==> config.mk <==
export PLATFORM = sky130hd
export DESIGN_NAME = prog_timer_flat
export DESIGN_NICKNAME = d
export VERILOG_FILES = /design/src/rtl/prog_timer_if.sv /design/src/rtl/prog_timer.sv /design/src/flat_wrapper.sv
export SDC_FILE = /design/constraint.sdc
export NUM_CORES = 1
export LEC_CHECK = 0
export ABC_AREA = 1
export BUFFER_PORTS_ARGS = -buffer_cell sky130_fd_sc_hd__buf_2
export CAP_MARGIN = 5
export CELL_PAD_IN_SITES_DETAIL_PLACEMENT = 0
export CELL_PAD_IN_SITES_GLOBAL_PLACEMENT = 1
export CORE_MARGIN = 4
export CORE_UTILIZATION = 43
export DETAILED_ROUTE_END_ITERATION = 10
export MAX_ROUTING_LAYER = met4
export PLACE_DENSITY_LB_ADDON = 0.25
export SYNTH_ARGS = -nofsm -noshare
export SYNTH_HDL_FRONTEND = slang
export SYNTH_SLANG_ARGS = --single-unit
==> constraint.sdc <==
create_clock -name timer_clock -period 3.3 [get_ports timer_clock]
set_input_delay 0.165 -clock timer_clock [delete_from_list [all_inputs] [get_ports timer_clock]]
set_output_delay 0.165 -clock timer_clock [all_outputs]
set_load 0.01 [all_outputs]
==> src/rtl/prog_timer_if.sv <==
// Command/status bundle for one prog_timer channel.
// timer_ovr exists only when PROG_TIMER_OVERRUN_EN is defined.
interface prog_timer_if #(
    parameter int TIME_W = 10
);
    logic              timer_load;
    logic [TIME_W-1:0] timer_data;
    logic              timer_mode;
    logic              timer_start;
    logic              timer_stop;
    logic              timer_clr;
    logic              timer_out;
    logic              timer_pulse;
    logic              timer_busy;
    logic [TIME_W-1:0] timer_count;
`ifdef PROG_TIMER_OVERRUN_EN
    logic              timer_ovr;

    modport master (
        output timer_load, timer_data, timer_mode, timer_start, timer_stop, timer_clr,
        input  timer_out, timer_pulse, timer_busy, timer_count, timer_ovr
    );
    modport slave (
        input  timer_load, timer_data, timer_mode, timer_start, timer_stop, timer_clr,
        output timer_out, timer_pulse, timer_busy, timer_count, timer_ovr
    );
`else
    modport master (
        output timer_load, timer_data, timer_mode, timer_start, timer_stop, timer_clr,
        input  timer_out, timer_pulse, timer_busy, timer_count
    );
    modport slave (
        input  timer_load, timer_data, timer_mode, timer_start, timer_stop, timer_clr,
        output timer_out, timer_pulse, timer_busy, timer_count
    );
`endif
endinterface

==> src/rtl/prog_timer.sv <==
// Programmable prescaled down-counting timer: one-shot / periodic, pause/resume,
// expiry pulse + sticky flag. PROG_TIMER_OVERRUN_EN adds the timer_ovr missed-service flag.
module prog_timer #(
    parameter int PRESCALE = 5,
    parameter int TIME_W   = 10,
    parameter int PRE_W    = 3
) (
    input  logic         timer_clock,
    input  logic         timer_rstn,
    prog_timer_if.slave  bus
);
    typedef enum logic [1:0] {IDLE, RUN, PAUSE, DONE} state_t;

    localparam logic [PRE_W-1:0] PRE_MAX = PRE_W'(PRESCALE - 1);

    state_t            state, state_nxt;
    logic [TIME_W-1:0] cnt, cnt_nxt;
    logic [TIME_W-1:0] reload, reload_nxt;
    logic [PRE_W-1:0]  pre, pre_nxt;
    logic              mode_r, mode_nxt;
    logic              out_q, out_nxt;
    logic              pulse_q, pulse_nxt;
    logic              busy_q, busy_nxt;
    logic              expire;
    logic [TIME_W-1:0] start_cnt;

    always_ff @(posedge timer_clock or negedge timer_rstn) begin
        if (!timer_rstn) begin
            state   <= IDLE;
            cnt     <= '0;
            reload  <= '0;
            pre     <= '0;
            mode_r  <= 1'b0;
            out_q   <= 1'b0;
            pulse_q <= 1'b0;
            busy_q  <= 1'b0;
        end else begin
            state   <= state_nxt;
            cnt     <= cnt_nxt;
            reload  <= reload_nxt;
            pre     <= pre_nxt;
            mode_r  <= mode_nxt;
            out_q   <= out_nxt;
            pulse_q <= pulse_nxt;
            busy_q  <= busy_nxt;
        end
    end

    always_comb begin
        state_nxt  = state;
        cnt_nxt    = cnt;
        reload_nxt = reload;
        pre_nxt    = pre;
        mode_nxt   = mode_r;
        expire     = 1'b0;
        start_cnt  = (state == DONE) ? reload : cnt;

        if (bus.timer_load) begin
            reload_nxt = bus.timer_data;
            cnt_nxt    = bus.timer_data;
            pre_nxt    = '0;
            state_nxt  = IDLE;
        end else if (state == RUN) begin
            if (bus.timer_stop) begin
                state_nxt = PAUSE;
            end else if (pre == PRE_MAX) begin
                pre_nxt = '0;
                if (cnt > TIME_W'(1)) begin
                    cnt_nxt = cnt - TIME_W'(1);
                end else begin
                    expire = 1'b1;
                    if (mode_r) begin
                        cnt_nxt = reload;
                    end else begin
                        cnt_nxt   = '0;
                        state_nxt = DONE;
                    end
                end
            end else begin
                pre_nxt = pre + PRE_W'(1);
            end
        end else if (bus.timer_start && !bus.timer_stop) begin
            // stop outranks start even where stop itself has no effect
            mode_nxt = bus.timer_mode;
            if (start_cnt == '0) begin
                // zero count expires immediately and parks in DONE in either mode
                expire    = 1'b1;
                cnt_nxt   = '0;
                pre_nxt   = '0;
                state_nxt = DONE;
            end else begin
                cnt_nxt   = start_cnt;
                state_nxt = RUN;
            end
        end

        out_nxt   = expire | (out_q & ~bus.timer_clr & ~bus.timer_load);
        pulse_nxt = expire;
        busy_nxt  = (state_nxt == RUN);
    end

    assign bus.timer_out   = out_q;
    assign bus.timer_pulse = pulse_q;
    assign bus.timer_busy  = busy_q;
    assign bus.timer_count = cnt;

`ifdef PROG_TIMER_OVERRUN_EN
    logic ovr_q;

    always_ff @(posedge timer_clock or negedge timer_rstn) begin
        if (!timer_rstn)
            ovr_q <= 1'b0;
        else if (expire && out_q && !bus.timer_clr)
            ovr_q <= 1'b1;
        else if (bus.timer_clr || bus.timer_load)
            ovr_q <= 1'b0;
    end

    assign bus.timer_ovr = ovr_q;
`endif
endmodule
==> src/flat_wrapper.sv <==
// flat-port wrapper written by rule: the top's interface ports become plain ports
module prog_timer_flat 
#(
    parameter int PRESCALE = 5,
    parameter int TIME_W   = 10,
    parameter int PRE_W    = 3
)
  (timer_clock, timer_rstn, bus_timer_load, bus_timer_data, bus_timer_mode, bus_timer_start, bus_timer_stop, bus_timer_clr, bus_timer_out, bus_timer_pulse, bus_timer_busy, bus_timer_count);
  prog_timer_if #(.TIME_W(TIME_W)) bus_i ();
  input  logic timer_clock;
  input  logic timer_rstn;
  input wire logic [$bits(bus_i.timer_load)-1:0] bus_timer_load;
  input wire logic [$bits(bus_i.timer_data)-1:0] bus_timer_data;
  input wire logic [$bits(bus_i.timer_mode)-1:0] bus_timer_mode;
  input wire logic [$bits(bus_i.timer_start)-1:0] bus_timer_start;
  input wire logic [$bits(bus_i.timer_stop)-1:0] bus_timer_stop;
  input wire logic [$bits(bus_i.timer_clr)-1:0] bus_timer_clr;
  output wire logic [$bits(bus_i.timer_out)-1:0] bus_timer_out;
  output wire logic [$bits(bus_i.timer_pulse)-1:0] bus_timer_pulse;
  output wire logic [$bits(bus_i.timer_busy)-1:0] bus_timer_busy;
  output wire logic [$bits(bus_i.timer_count)-1:0] bus_timer_count;
  assign bus_i.timer_load = bus_timer_load;
  assign bus_i.timer_data = bus_timer_data;
  assign bus_i.timer_mode = bus_timer_mode;
  assign bus_i.timer_start = bus_timer_start;
  assign bus_i.timer_stop = bus_timer_stop;
  assign bus_i.timer_clr = bus_timer_clr;
  assign bus_timer_out = bus_i.timer_out;
  assign bus_timer_pulse = bus_i.timer_pulse;
  assign bus_timer_busy = bus_i.timer_busy;
  assign bus_timer_count = bus_i.timer_count;
  prog_timer #(.PRESCALE(PRESCALE), .TIME_W(TIME_W), .PRE_W(PRE_W)) u_core (.timer_clock(timer_clock), .timer_rstn(timer_rstn), .bus(bus_i));
endmodule
* Word-level counts from Yosys, hierarchy flattened
Cells that the tools add are included.
** Word-level totals
- Input bits :: 17
- Output and inout bits :: 13
- Register bits :: 29
- Logic and storage cells :: 61
** Operators by class
- Bitwise logic cells :: 6
- Mux-type cells :: 30
- Reduce and logical (&&, ||, !) cells :: 8
- Order comparisons :: 1
- $add $sub $neg :: 2
- Eq/ne operators :: 6
** Operator list (count)
- $mux W10 :: 9
- $mux W3 :: 6
- $mux W2 :: 8
- $gt A10 B1 Y1 const B :: 1
- $logic_not A10 Y1 :: 1
- $sub A10 B1 Y10 const B :: 1
- $reduce_and A3 Y1 :: 3
- $mux W1 :: 7
- $ne A3 B3 Y1 const B :: 2
- $reduce_bool A3 Y1 :: 2
- $eq A2 B1 Y1 const B :: 2
- $add A3 B1 Y3 const B :: 1
- $eq A3 B3 Y1 const B :: 1
- $not A1 Y1 :: 3
- $and A1 B1 Y1 :: 2
- $eq A2 B2 Y1 const B :: 1
- $logic_and A1 B1 Y1 :: 1
- $logic_not A1 Y1 :: 1
- $or A1 B1 Y1 :: 1

* Depth between registers and ports, before layout
Gate-level depths: netlist of run 1.
- Depth after elaboration :: 8
- Gate-level depth with buffers :: 12
- Gate-level depth less buffers :: 12

* Worst setup path before layout of run 1
OpenSTA, ideal clock, no wires.
- Path kind :: flip-flop to flip-flop
- Start :: reg u_core.cnt[0] (netlist: u_core.bus.timer_count[0])
- End :: reg u_core.cnt[0] (netlist: u_core.bus.timer_count[0])
- Buffers on the path :: 0
- Path slack :: 1.620 ns
- Stages on the path, launching flop included :: 13
- Clock period less this slack :: 1.680 ns
- Setup time :: 0.077 ns
- Required time :: 3.223 ns
- Data arrival time :: 1.603 ns
- Cell sequence :: dfrtp_1 > inv_1 > ha_1 > inv_1 > nand2_1 > inv_1 > nor2_1 > nand2_1 > nor2_1 > nand2_1 > nand2_1 > nand3_1 > a21oi_1
** On the way
- Word-level cells in the longest chain between the ends :: 6
- Elaborated cells on any way between the ends :: 11
- Classes of those cells :: 1 x add/sub; 1 x order compare; 8 x mux; 1 x reduce/logical
** RTL lines
- start, declared :: line prog_timer.sv:17 : logic [TIME_W-1:0] cnt, cnt_nxt;
- start signal, assigned :: line prog_timer.sv:39 : cnt <= cnt_nxt;
- $sub A10 B1 Y10, or another cell as far along :: line prog_timer.sv:69 : cnt_nxt = cnt - TIME_W'(1);
- $mux W10 / $logic_not A10 Y1 (equally long branches) :: line prog_timer.sv:68, prog_timer.sv:85
- $mux W10, on equally long branches :: line prog_timer.sv:66, prog_timer.sv:85
- $mux W10, on equally long branches :: line prog_timer.sv:64, prog_timer.sv:82
- $mux W10 (*) :: line prog_timer.sv:63 : end else if (state == RUN) begin
- $mux W10 (*) :: line prog_timer.sv:58 : if (bus.timer_load) begin
Every way passes the cells marked *; elsewhere a longest branch is shown, timed or not. The select of a mux whose other input is x is not followed.
A chain may end at the register's enable or synchronous reset.

* Final worst setup path of run 1
- Start :: reg u_core.cnt[0] (netlist: u_core.bus.timer_count[0])
- End :: reg u_core.cnt[7] (netlist: u_core.bus.timer_count[7])
Same word-level chain as after synthesis.

==> results of run 1 <==
[report_power, final]
part,leakage [nW],internal [mW],switching [mW]
sequential,0.355,0.398,0.0549
clock,0.0395,0.149,0.130
combinational,0.806,0.110,0.190
total,1.20,0.658,0.375
[area by class of cell]
class / count / area (um^2)
Tap cell: 52 / 65.1
Timing Repair Buffer: 32 / 170
Inverter: 36 / 135
Clock buffer: 8 / 80.1
Multi-Input combinational cell: 230 / 1050
Sequential cell: 29 / 726
Fill cell: 481 / 2160
[Yosys cell counts]
library cell / number / area [um^2]
nand2_1: 103 / 387
nand3_1: 37 / 185
inv_1: 35 / 131
nor2_1: 33 / 124
dfrtp_1: 29 / 726
a21oi_1: 26 / 130
o21ai_0: 8 / 40.0
clkbuf_1: 6 / 22.5
o21ai_1: 5 / 25.0
ha_1: 4 / 50.1
buf_2: 3 / 15.0
nand2_2: 2 / 12.5
nor2_2: 2 / 12.5
xor2_1: 2 / 17.5
buf_6: 1 / 11.3
inv_2: 1 / 3.75
nand2_4: 1 / 11.3
nand3_2: 1 / 10.0
nand4_1: 1 / 6.26
nor3_1: 1 / 5.00
o21ai_2: 1 / 8.76
o21bai_1: 1 / 7.51
or2_2: 1 / 6.26
xnor2_1: 1 / 8.76
[metal layers]
layer | wire length (um) | vias to the layer above | part of all wire (%)
met5 | 0 | - | 0
met4 | 114 | 0 | 2.1
met1 | 2600 | 925 | 49
li1 | - | 1020 | -
met2 | 2380 | 37 | 45
met3 | 211 | 11 | 4.0
[stage by stage]
stage / utilization (%) / setup WS, ps / hold slack [ps]
floorplan: - / 1620 / -131
global placement: 48.7 / 950 / 245
detailed placement: 48.7 / 926 / 242
CTS: 50.7 / 896 / 99.9
global route: 50.7 / 587 / 96.9
finish: 50.7 / 876 / 102
[how the worst max path moves through the flow]
| stage | startpoint | end | slack (ps) | cells after the start |
|---|---|---|---|---|
| after floorplan | u_core.bus.timer_count[0] | u_core.bus.timer_count[0] | 1620 | 12 |
| after global placement | u_core.bus.timer_count[0] | u_core.bus.timer_count[7] | 950 | 12 |
| after detailed placement | u_core.bus.timer_count[0] | u_core.bus.timer_count[7] | 930 | 12 |
| after CTS | u_core.bus.timer_count[0] | u_core.bus.timer_count[7] | 900 | 12 |
| after global routing | u_core.bus.timer_count[0] | u_core.bus.timer_count[7] | 590 | 12 |
| final | u_core.bus.timer_count[0] | u_core.bus.timer_count[7] | 880 | 12 |
[cell families after synthesis]
group,synth area share (%)
and+or+nand+nor,38.8
adders and majority gates,2.56
buffers and inverters,9.40
xor gates and xnor gates,1.34
DFF,37.1
AOI/OAI and AO/OA,10.8
[sequential cells by signal, indices dropped and copies added, names as in the netlist]
signal and flops:
u_core.bus.timer_out 1, u_core.state 2, u_core.bus.timer_pulse 1, u_core.pre 3
u_core.reload 10, u_core.bus.timer_busy 1, u_core.mode_r 1, u_core.bus.timer_count 10
[tightest hold or removal path: stages]
cell     delay [ps]
buf_2            90
nand2_1          50
nand2_1          50
[timing repair]
| action | 4_1_cts | 5_1_grt |
|---|---|---|
| gates resized for setup | 0 | 0 |
| hold endpoints to repair | 29 | 0 |
| hold buffers | 1 | 0 |
==> reports/summary.md, run 1 <==
Counting every net in the synthesized netlist gives 326. The overall routed net length was 5310 um; the post-placement cell area was 2130 um^2. The most numerous cell type found on the critical path is nand2_1. The post-synthesis to final-layout area growth came out at 13.6%.

For the number of buffers between clock root and the deepest sink, the log shows 2. The synthesized design contains 29 register bits. Counting cells, the worst reg-to-reg path comes to 12. The number of setup buffers added after CTS is 0. Including well taps, the total number of placed cells is 378. In this run, distinct cell masters in the synthesized netlist total 24. CTS saw 29 sinks. Excluding fillers, the count of instances in the completed layout stands at 387. Global routing used 3.69% of the available met3 tracks. The die outline height was 75.5 um. The cell count after synthesis came out at 305. Endpoint required time on the critical path: 3500 ps. The tools report the nature of the critical path startpoint as a flop.

The worst hold path passes through 3 cells. In this run the remaining antenna-violating nets after routing total 0. Pin count of the biggest net entering global routing: 30. Critical register-to-register path startpoint: u_core.bus.timer_count[0]. In this design, the largest share of critical-path delay is due to simple AND/OR/NAND/NOR gates. For the total negative slack, the log shows 0 ps.

The endpoint identified for the worst register-to-register timing path is u_core.bus.timer_count[7]. Summed over all layers, the global routing overflow is 0. TritonCTS built the clock tree. The achievable clock frequency was 0.413 GHz; the via count of the routed design was 1,993.

Once layout is done, the placed cells without fillers occupy 2220 um^2. In this run the worst path has a maximum fanout of 11. After detailed routing, the number of remaining DRC violations is 0. On the worst path, the slowest cell contributes a delay of 570 ps. The core area was 4380 um^2; the die area was 5690 um^2. For the final database, setup skew stands at 5.45 ps.

The logs give 8950 um for the global-route wire length before repair and 21.6% for the overall track demand over capacity in global routing. For the static power due to leakage, the log shows 1.20 nW. The number of nets in the final layout came out at 355. The worst hold path terminates at u_core.reload[2]. The clock insertion delay at the later pin of the skew report is 280 ps, and the clock slew seen by the registers of the worst setup and hold paths is 60 ps. The flow ran to the end, and the final reports show no timing, DRC or antenna violations. The kind of end point of the critical path was a flop. The tools report the cell chosen for the clock root as clkbuf_8. The signal on the critical path passes through inv_1 -> ha_1 -> inv_1 -> nand2_1 -> inv_1 -> nor2_1 -> nand2_1 -> nor2_1 -> nand2_1 -> nand3_1 -> nand2_1 -> a21oi_1. Leaving out fill and tap cells, the most frequent cell in the layout is nand2_1.

Count of standard-cell rows: 24. After synthesis, flip-flops and latches occupy 37.1% of the total area. In this run the most critical hold path is launched from bus_timer_data[2]. The power density relative to cell area works out to 465 nW/um^2. The worst pin sits at a relative slew slack of 55.6%.

The final count of negative-setup-slack endpoints is 0, and the violation count after the first detailed-routing iteration is 140. The die extent in x was 75.5 um. Slowest cell on the critical path: nor2_1. The number of maximum-capacitance violations is 0, and the total count of max-transition violations in the final report is 0. The number of endpoints with negative hold slack in the final report was 0; the detailed-routing iteration count for the pre-antenna-repair pass was 4. The number of I/O pins is 30, and the number of buffer and inverter instances along the worst setup path is 3. For the internal reg-to-reg setup slack, the log shows 880 ps.

For the H-tree level count, the log shows 2. The number of clock buffers inserted by TritonCTS was 5; the number of warnings issued by yosys was 0. Number of global-route vias before repair: 1,865. STA puts the critical path data arrival time at 2620 ps. Summing every instance area after synthesis gives 1960 um^2. Of the cells placed in the final design, the portion with a size suffix greater than 1 is 13.4%. The worst path uses 73.4% of the clock period.

The final period demand of the worst path works out to 2420 ps. Setup repair after global routing left no endpoint under its margin. In the final routed layout, each cell accounts on average for 13.7 um.

A synthesized cell averages 6.42 um^2. For the post-route total power, the log shows 1.03 mW. The worst setup path category is reg2reg. During placement, the flow inserted port buffers numbering 29.

The antenna diode count was 0; the routing usage on met2 was 30.2%. The tools report the final RePlAce weighted congestion as 0.853. IR analysis of the VDD net gives a maximum drop of 0.216 mV.

After detailed routing, the number of vias per cell comes to 5.15. The initial utilization of the core area, before any placement, comes to 44.6%. The number of antenna violations at the first check in global routing was 0.

Leaving out fill and tap cells, the most frequent cells in the layout are 103 x nand2_1, 37 x nand3_1, 35 x inv_1, 33 x nor2_1. Detailed placement ended at an HPWL of 3730 um. The met1 demand-to-capacity share in global routing is 30.5%. The layer flagged by global routing as most heavily used is met1. For the pin with the worst max-slew slack, the measured transition is 666 ps. The path category of the worst min-delay check was in2reg.
Power figures use the tool's default switching activity.
==> run 2: changes to the inputs <==
--- a/config.mk
+++ b/config.mk
@@ -11,7 +11,7 @@
 export CELL_PAD_IN_SITES_DETAIL_PLACEMENT = 0
 export CELL_PAD_IN_SITES_GLOBAL_PLACEMENT = 1
 export CORE_MARGIN = 4
-export CORE_UTILIZATION = 43
+export CORE_UTILIZATION = 39
 export DETAILED_ROUTE_END_ITERATION = 10
 export MAX_ROUTING_LAYER = met4
 export PLACE_DENSITY_LB_ADDON = 0.25
==> constraint.sdc (replaced) <==
create_clock -name timer_clock -period 2.3 [get_ports timer_clock]
set_input_delay 0.115 -clock timer_clock [delete_from_list [all_inputs] [get_ports timer_clock]]
set_output_delay 0.115 -clock timer_clock [all_outputs]
set_load 0.01 [all_outputs]
==> reports/summary.md, run 2 (synthesis gave the netlist of run 1 again) <==
The die extent in x works out to 78.8 um (+4.5%). The kind of cell adding the most delay to the critical path is simple AND/OR/NAND/NOR gates. Pin count of the biggest net entering global routing: 30 (unchanged). The total stage count of the critical path is 13 (+1), and the overall routed net length is 5410 um (+1.8%). For the static power due to leakage, the log shows 1.24 nW (+3.3%). The total count of max-transition violations in the final report is 0 (unchanged). The tools report the start point of the worst hold path as bus_timer_data[6]. The die outline height is 78.8 um (+4.5%), and the via-per-instance ratio is 4.87 (-5.4%).

The run gives 0 (unchanged) as the number of buffers inserted by post-CTS setup repair. The post-route total power was 1.50 mW (+45%); the peak fanout along the critical path was 4 (-7). The number of nets in the final layout was 362 (+2.0%); the final critical-path share of the clock period was 84.6% (+11 points). The final period demand of the worst path is 1940 ps (-479 ps). For the antenna diode count, the log shows 0 (unchanged). The slowest cell on the critical path was dfrtp_1. Walking the worst path, the cells encountered are inv_1 -> ha_1 -> inv_1 -> nand2_1 -> inv_1 -> nor2_1 -> nand2_1 -> nor2_1 -> buf_4 -> nand2_1 -> nand3_1 -> nand2_1 -> a21oi_1.

For the post-cts repair resize count, the log shows 0 (unchanged). The aggregate global routing overflow is 0 (unchanged). The number of buffer and inverter instances along the worst setup path works out to 4 (+1). Path category of the worst min-delay check: in2reg.

Relative to the synthesized area, the layout overhead comes to 17.4%. The number of global-route vias before repair came out at 2,044 (+9.6%). Endpoint of the lowest-slack register-to-register path: u_core.bus.timer_count[5].

Setup repair after global routing left no endpoint under its margin. For the final setup slack of the worst path, the log shows 355 ps (-521 ps). The achievable clock frequency is 0.514 GHz (+25%), and the relative slew slack is 55.1% (-0.49 points). The logs give 2 (unchanged) for the H-tree level count and 1,992 (-0.050%) for the via count of the routed design. The count of standard-cell rows is 25 (+4.2%), and the overall track demand over capacity in global routing is 19.8% (-1.7 points).

Number of buffers between clock root and the deepest sink: 2 (unchanged). The violation count after the first detailed-routing iteration came out at 128 (-8.6%). The wire length per cell after detailed routing was 13.2 um (-3.7%). Worst setup path category: reg2reg. Leading cell type in the layout, fill and taps excluded: nand2_1. Longest individual stage delay on the worst path: 410 ps (-160 ps). The number of antenna violations at the first check in global routing is 0 (unchanged).

The tools report the detailed-route DRC error count as 0 (unchanged). The total negative slack is 0 ps (unchanged), and the count of antenna-violating nets left after detailed routing is 0 (unchanged). The number of I/O pins was 30 (unchanged); the number of port buffers was 29 (unchanged). The number of fill cells came out at 543 (+13%). The run gives 1 (unchanged) as the number of hold-repair buffers added at the cts stage.

The run gives 5 (unchanged) as the number of clock buffers inserted by TritonCTS. For the number of endpoints with negative hold slack in the final report, the log shows 0 (unchanged). STA classifies the critical path startpoint as a flop. The internal reg-to-reg setup slack was 360 ps (-520 ps); the count of clock tree sinks was 29 (unchanged). In this design, the critical path's most frequently occurring cell is nand2_1. The run gives 4 (unchanged) as the detailed-routing iteration count for the pre-antenna-repair pass. CTS placed an instance of clkbuf_8 at the clock tree root.

The worst hold path terminates at u_core.reload[6]. The worst setup path is captured at a flop. The run gives 2510 ps (-990 ps) as the endpoint required time on the critical path. Clock insertion delay at the later pin of the skew report: 280 ps (about the same). The run gives 3.50 ps (-1.95 ps) as the setup skew after layout. The library cells used most frequently in the layout, excluding fill and tap cells, are 103 x nand2_1, 37 x nand3_1, 35 x inv_1, 33 x nor2_1. Power density relative to cell area: 654 nW/um^2 (+41%). TritonCTS built the clock tree.

The tools report the core area as 4790 um^2 (+9.2%). The tools report the critical register-to-register path startpoint as u_core.bus.timer_count[0]. The signal arrival time at the worst endpoint came out at 2150 ps (-470 ps). Slew at the pin closest to its max-slew limit: 674 ps (+7.36 ps). The tools report the die area as 6210 um^2 (+9.1%). The initial cell density of the core came out at 40.9% (-3.7 points).

The fraction of layout instances using a drive strength above 1 was 15.8% (+2.4 points); the number of stages on the worst hold path was 3 (unchanged). The detailed-placement wirelength estimate is 3940 um (+5.7%), and the clock slew seen by the registers of the worst setup and hold paths is 60 ps (about the same). The post-placement worst setup slack was 385 ps (-541 ps); the count of cells along the worst register-to-register path was 13 (+1). The global-route wire length before repair was 9500 um (+6.2%). The final count of negative-setup-slack endpoints is 0 (unchanged), and the final RePlAce weighted congestion is 0.876 (+2.7%). For the maximum ir drop on the vdd rail, the log shows 0.385 mV (+79%).

The run finished with clean final reports. The number of maximum-capacitance violations came out at 0 (unchanged).
==> run 2: cell count changes in the layout (fill, tap and decap cells not counted), sizes merged <==
cell    previous run  this run
clkbuf             8         6
buf               31        38
clkinv             0         2
==> run 2: metal layers <==
layer | wire length, um | up-vias | global-route usage [%]
met1 | 2550 | 907 | 25.7
met4 | 42 | 0 | 7.39
li1 | - | 1036 | -
met5 | 0 | - | -
met2 | 2540 | 45 | 31.0
met3 | 273 | 4 | 3.74
==> run 2: per-stage QoR <==
stage | area, um^2 | utilization (%) | hold slack (ps) | std cells
2_1_floorplan | 1960 | - | -181 | 305
3_3_place_gp | 2200 | 46.1 | 201 | 400
3_5_place_dp | 2200 | 46.1 | 195 | 400
4_1_cts | 2300 | 48.0 | 43.1 | 409
5_1_grt | 2300 | 48.0 | 48.5 | 409
6_report | 2300 | 48.0 | 44.7 | 409
==> run 2: where the power goes <==
group	total, mW	leakage [nW]	switching, mW	internal, mW
logic	0.451	0.840	0.281	0.170
registers	0.644	0.355	0.0730	0.571
clock network	0.408	0.0450	0.199	0.209
==> run 2: area by class of cell <==
class	instances	area, um^2	share of cell area (%)
Multi-Input combinational cell	230	1050	45.6
Clock buffer	6	72.6	3.16
Clock inverter	2	10.0	0.436
Timing Repair Buffer	39	223	9.70
Tap cell	67	83.8	3.65
Inverter	36	135	5.88
Sequential cell	29	726	31.6
==> run 2: worst reg2reg max path: stages (launching register included) <==
cell	delay, ps
dfrtp_1	410
inv_1	130
ha_1	220
inv_1	80
nand2_1	90
inv_1	40
nor2_1	90
nand2_1	70
nor2_1	270
buf_4	200
nand2_1	50
nand3_1	60
nand2_1	50
a21oi_1	120
==> run 2: worst max path at each step <==
stage / end / from
6_report: u_core.bus.timer_count[5] / u_core.bus.timer_count[0]
5_1_grt: u_core.bus.timer_count[9] / u_core.bus.timer_count[0]
4_1_cts: u_core.bus.timer_count[5] / u_core.bus.timer_count[0]
3_5_place_dp: u_core.bus.timer_count[5] / u_core.bus.timer_count[0]
3_3_place_gp: u_core.bus.timer_count[2] / u_core.state[0]
2_1_floorplan: u_core.bus.timer_count[0] / u_core.bus.timer_count[0]
==> run 3: changes to the inputs <==
--- a/config.mk
+++ b/config.mk
@@ -11,7 +11,7 @@
 export CELL_PAD_IN_SITES_DETAIL_PLACEMENT = 0
 export CELL_PAD_IN_SITES_GLOBAL_PLACEMENT = 1
 export CORE_MARGIN = 4
-export CORE_UTILIZATION = 39
+export CORE_UTILIZATION = 36
 export DETAILED_ROUTE_END_ITERATION = 10
 export MAX_ROUTING_LAYER = met4
 export PLACE_DENSITY_LB_ADDON = 0.25
==> constraint.sdc (replaced) <==
create_clock -name timer_clock -period 1.65 [get_ports timer_clock]
set_input_delay 0.0825 -clock timer_clock [delete_from_list [all_inputs] [get_ports timer_clock]]
set_output_delay 0.0825 -clock timer_clock [all_outputs]
set_load 0.01 [all_outputs]
==> reports/summary.md, run 3 (synthesis gave the netlist of run 1 again) <==
The flow ran to the end, and the final reports show no timing, DRC or antenna violations. The clock slew seen by the registers of the worst setup and hold paths came out at 60 ps (about the same). The peak fanout along the critical path was 8 (+4).

The overall track demand over capacity in global routing was 20.5% (+0.62 points); the longest individual stage delay on the worst path was 490 ps (+80 ps). The run gives 387 (+6.9%) as the number of nets in the final layout. Nature of the critical path startpoint: a flop. Count of standard-cell rows: 26 (+4.0%).

The number of fill cells came out at 537 (-1.1%). The kind of end point of the critical path was a flop. The wire length per cell after detailed routing was 14.2 um (+7.0%); the clock insertion delay at the later pin of the skew report was 280 ps (about the same). The total count of max-transition violations in the final report is 0 (unchanged), and the slew at the pin closest to its max-slew limit is 715 ps (+41.1 ps).

The count of antenna-violating nets left after detailed routing was 0 (unchanged). The detailed-routing iteration count for the pre-antenna-repair pass is 4 (unchanged). The number of I/O pins was 30 (unchanged).

The tools report the number of endpoints with negative hold slack in the final report as 0 (unchanged). The slowest cell on the critical path was dfrtp_2. In the layout the commonest cells are 92 x nand2_1, 29 x inv_1, 29 x nand3_1, 29 x buf_2, 28 x nor2_1. Setup repair after global routing could not meet its margin everywhere. Number of global-route vias before repair: 2,078 (+1.7%). The tools report the setup skew after layout as 5.33 ps (+1.83 ps). The initial cell density of the core is 37.8% (-3.1 points). By instance count, the cell type seen most on the critical path is nand2_1. The number of antenna violations at the first check in global routing was 0 (unchanged).

The achievable clock frequency came out at 0.618 GHz (+20%). The tools report the violation count after the first detailed-routing iteration as 135 (+5.5%). For the die area, the log shows 6680 um^2 (+7.5%). Leaving out fill and tap cells, the most frequent cell in the layout is nand2_1.

The run gives 5170 um^2 (+8.1%) as the core area. The run gives 5 (unchanged) as the number of clock buffers inserted by TritonCTS. The tools report the number of maximum-capacitance violations as 0 (unchanged). The path category of the worst min-delay check is in2reg.

The internal reg-to-reg setup slack was 30 ps (-320 ps); the final period demand of the worst path was 1620 ps (-325 ps). The count of clock tree sinks came out at 29 (unchanged). Sequential power share: 37.0% (-5.9 points).

The fraction of layout instances using a drive strength above 1 came out at 33.6% (+18 points). For the aggregate global routing overflow, the log shows 0 (unchanged). The signal on the critical path passes through nand2_4 -> o21ai_2 -> nand2_1 -> nor2_2 -> nand3_2 -> nand2_4 -> nand2_2 -> nand2_1 -> nand2_1. The power density relative to cell area came out at 880 nW/um^2 (+35%). The number of port buffers came out at 29 (unchanged). For the final RePlAce weighted congestion, the log shows 0.845 (-3.6%). The die extent in x works out to 81.7 um (+3.7%).

The cell chosen for the clock root is clkbuf_8. The critical path is of the reg2reg type. The overall routed net length is 6170 um (+14%).

The endpoint required time on the critical path was 1820 ps (-690 ps). The die outline height is 81.7 um (+3.7%), and the area used by multi-input combinational logic is 1230 um^2 (+18%). The via count of the routed design is 2,104 (+5.6%). For the cell-internal power, the log shows 1.51 mW (+59%). The tools report the pin count of the biggest net entering global routing as 30 (unchanged). For the total negative slack, the log shows 0 ps (unchanged). The clock group share of total power was 25.1% (-2.0 points); the number of buffers between clock root and the deepest sink was 2 (unchanged). The final critical-path share of the clock period was 98.1% (+14 points). The post-route total power is 2.38 mW (+59%). The fraction of power consumed by combinational cells is 37.9% (+7.9 points). The net switching share of the total power works out to 36.6% (-0.16 points). The signal arrival time at the worst endpoint was 1790 ps (-360 ps).

The static power due to leakage came out at 1.41 nW (+14%). The tools report the global-route wire length before repair as 9980 um (+5.0%). The register area was 728 um^2 (+0.34%). The antenna diode count was 0 (unchanged); the detailed-route DRC error count was 0 (unchanged). The detailed-placement wirelength estimate is 4240 um (+7.4%), and the maximum ir drop on the vdd rail is 0.426 mV (+11%).

TritonCTS built the clock tree. The area growth from synthesis to layout is 38.5%. The via-per-instance ratio was 4.83 (-0.92%); the relative slew slack was 52.3% (-2.7 points). The run gives 0.872 mW (+58%) as the power dissipated by switching net loads. The H-tree level count is 2 (unchanged), and the final count of negative-setup-slack endpoints is 0 (unchanged).
run 3: cell types whose count changed in the layout (fill, tap and decap cells not counted), moves of 6 or more:
cell / before / now
a21oi_2: 0 / 6
inv_1: 35 / 29
nand2_2: 2 / 11
buf_6: 0 / 6
nand3_1: 37 / 29
nand2_1: 103 / 92
inv_2: 1 / 7
nand3_2: 1 / 9
a21oi_1: 26 / 20
buf_4: 9 / 26
run 3: what timing repair did:
item | 4_1_cts | 5_1_grt
pin swaps | 7 | 20
endpoints found under the hold margin | 29 | 0
setup endpoints to repair | 9 | 16
setup buffers | 3 | 1
hold buffers | 1 | 0
gates resized for setup | 12 | 48
cloned | 0 | 1
run 3: through the flow:
step / setup WS (ps) / instances / instance area [um^2] / hold WS, ps / utilization [%]
after floorplan: 7.38 / 305 / 1960 / -213 / -
after CTS: 4.05 / 434 / 2530 / 4.48 / 49.0
final: 30.8 / 436 / 2710 / 16.2 / 52.4
after global routing: -111 / 436 / 2710 / 22.6 / 52.4
after global placement: -50.4 / 423 / 2370 / 168 / 45.9
after detailed placement: -50.7 / 423 / 2370 / 177 / 45.9
run 3: power groups by stage:
| stage | registers [mW] | clock network (mW) | logic (mW) |
|---|---|---|---|
| after CTS | 0.868 | 0.624 | 0.822 |
| after floorplan | 0.913 | 0 | 0.396 |
| after detailed placement | 0.878 | 0 | 0.772 |
| after global placement | 0.876 | 0 | 0.772 |
| after global routing | 0.894 | 0.647 | 1.02 |
| final | 0.882 | 0.598 | 0.904 |
run 3: worst max-delay path, delay by kind of cell, from the launching register on:
family,cells,cell delay [ps]
and+or+nand+nor,8,820
AOI/OAI and AO/OA,1,210
DFF,1,490
run 3: worst paths after layout:
path	from	endpoint	cells after the start
worst max-delay path	u_core.state[1]	u_core.pre[0]	9
worst min-delay path	bus_timer_data[2]	u_core.reload[2]	3
worst max register to register	u_core.state[1]	u_core.pre[0]	9
worst min register to register	u_core.pre[1]	u_core.pre[1]	2
max in group asynchronous	timer_rstn	u_core.state[0]	2
min in group asynchronous	timer_rstn	u_core.pre[0]	2
run 3: layout make-up:
type / instances / share of cell area (%)
sequential: 29 / 26.9
timing repair buffer: 63 / 16.2
multi-input combinational: 231 / 45.6
tap: 70 / 3.23
inverter: 36 / 4.99
clock buffer: 7 / 3.19
run 3: per-layer routing:
metal  routed length (um)  vias up  global-route usage (%)
li1                     -     1085                       -
met5                    0        -                       -
met4                  102        0                    6.64
met3                  185        8                    3.84
met2                 2910       27                    31.7
met1                 2980      984                    26.9
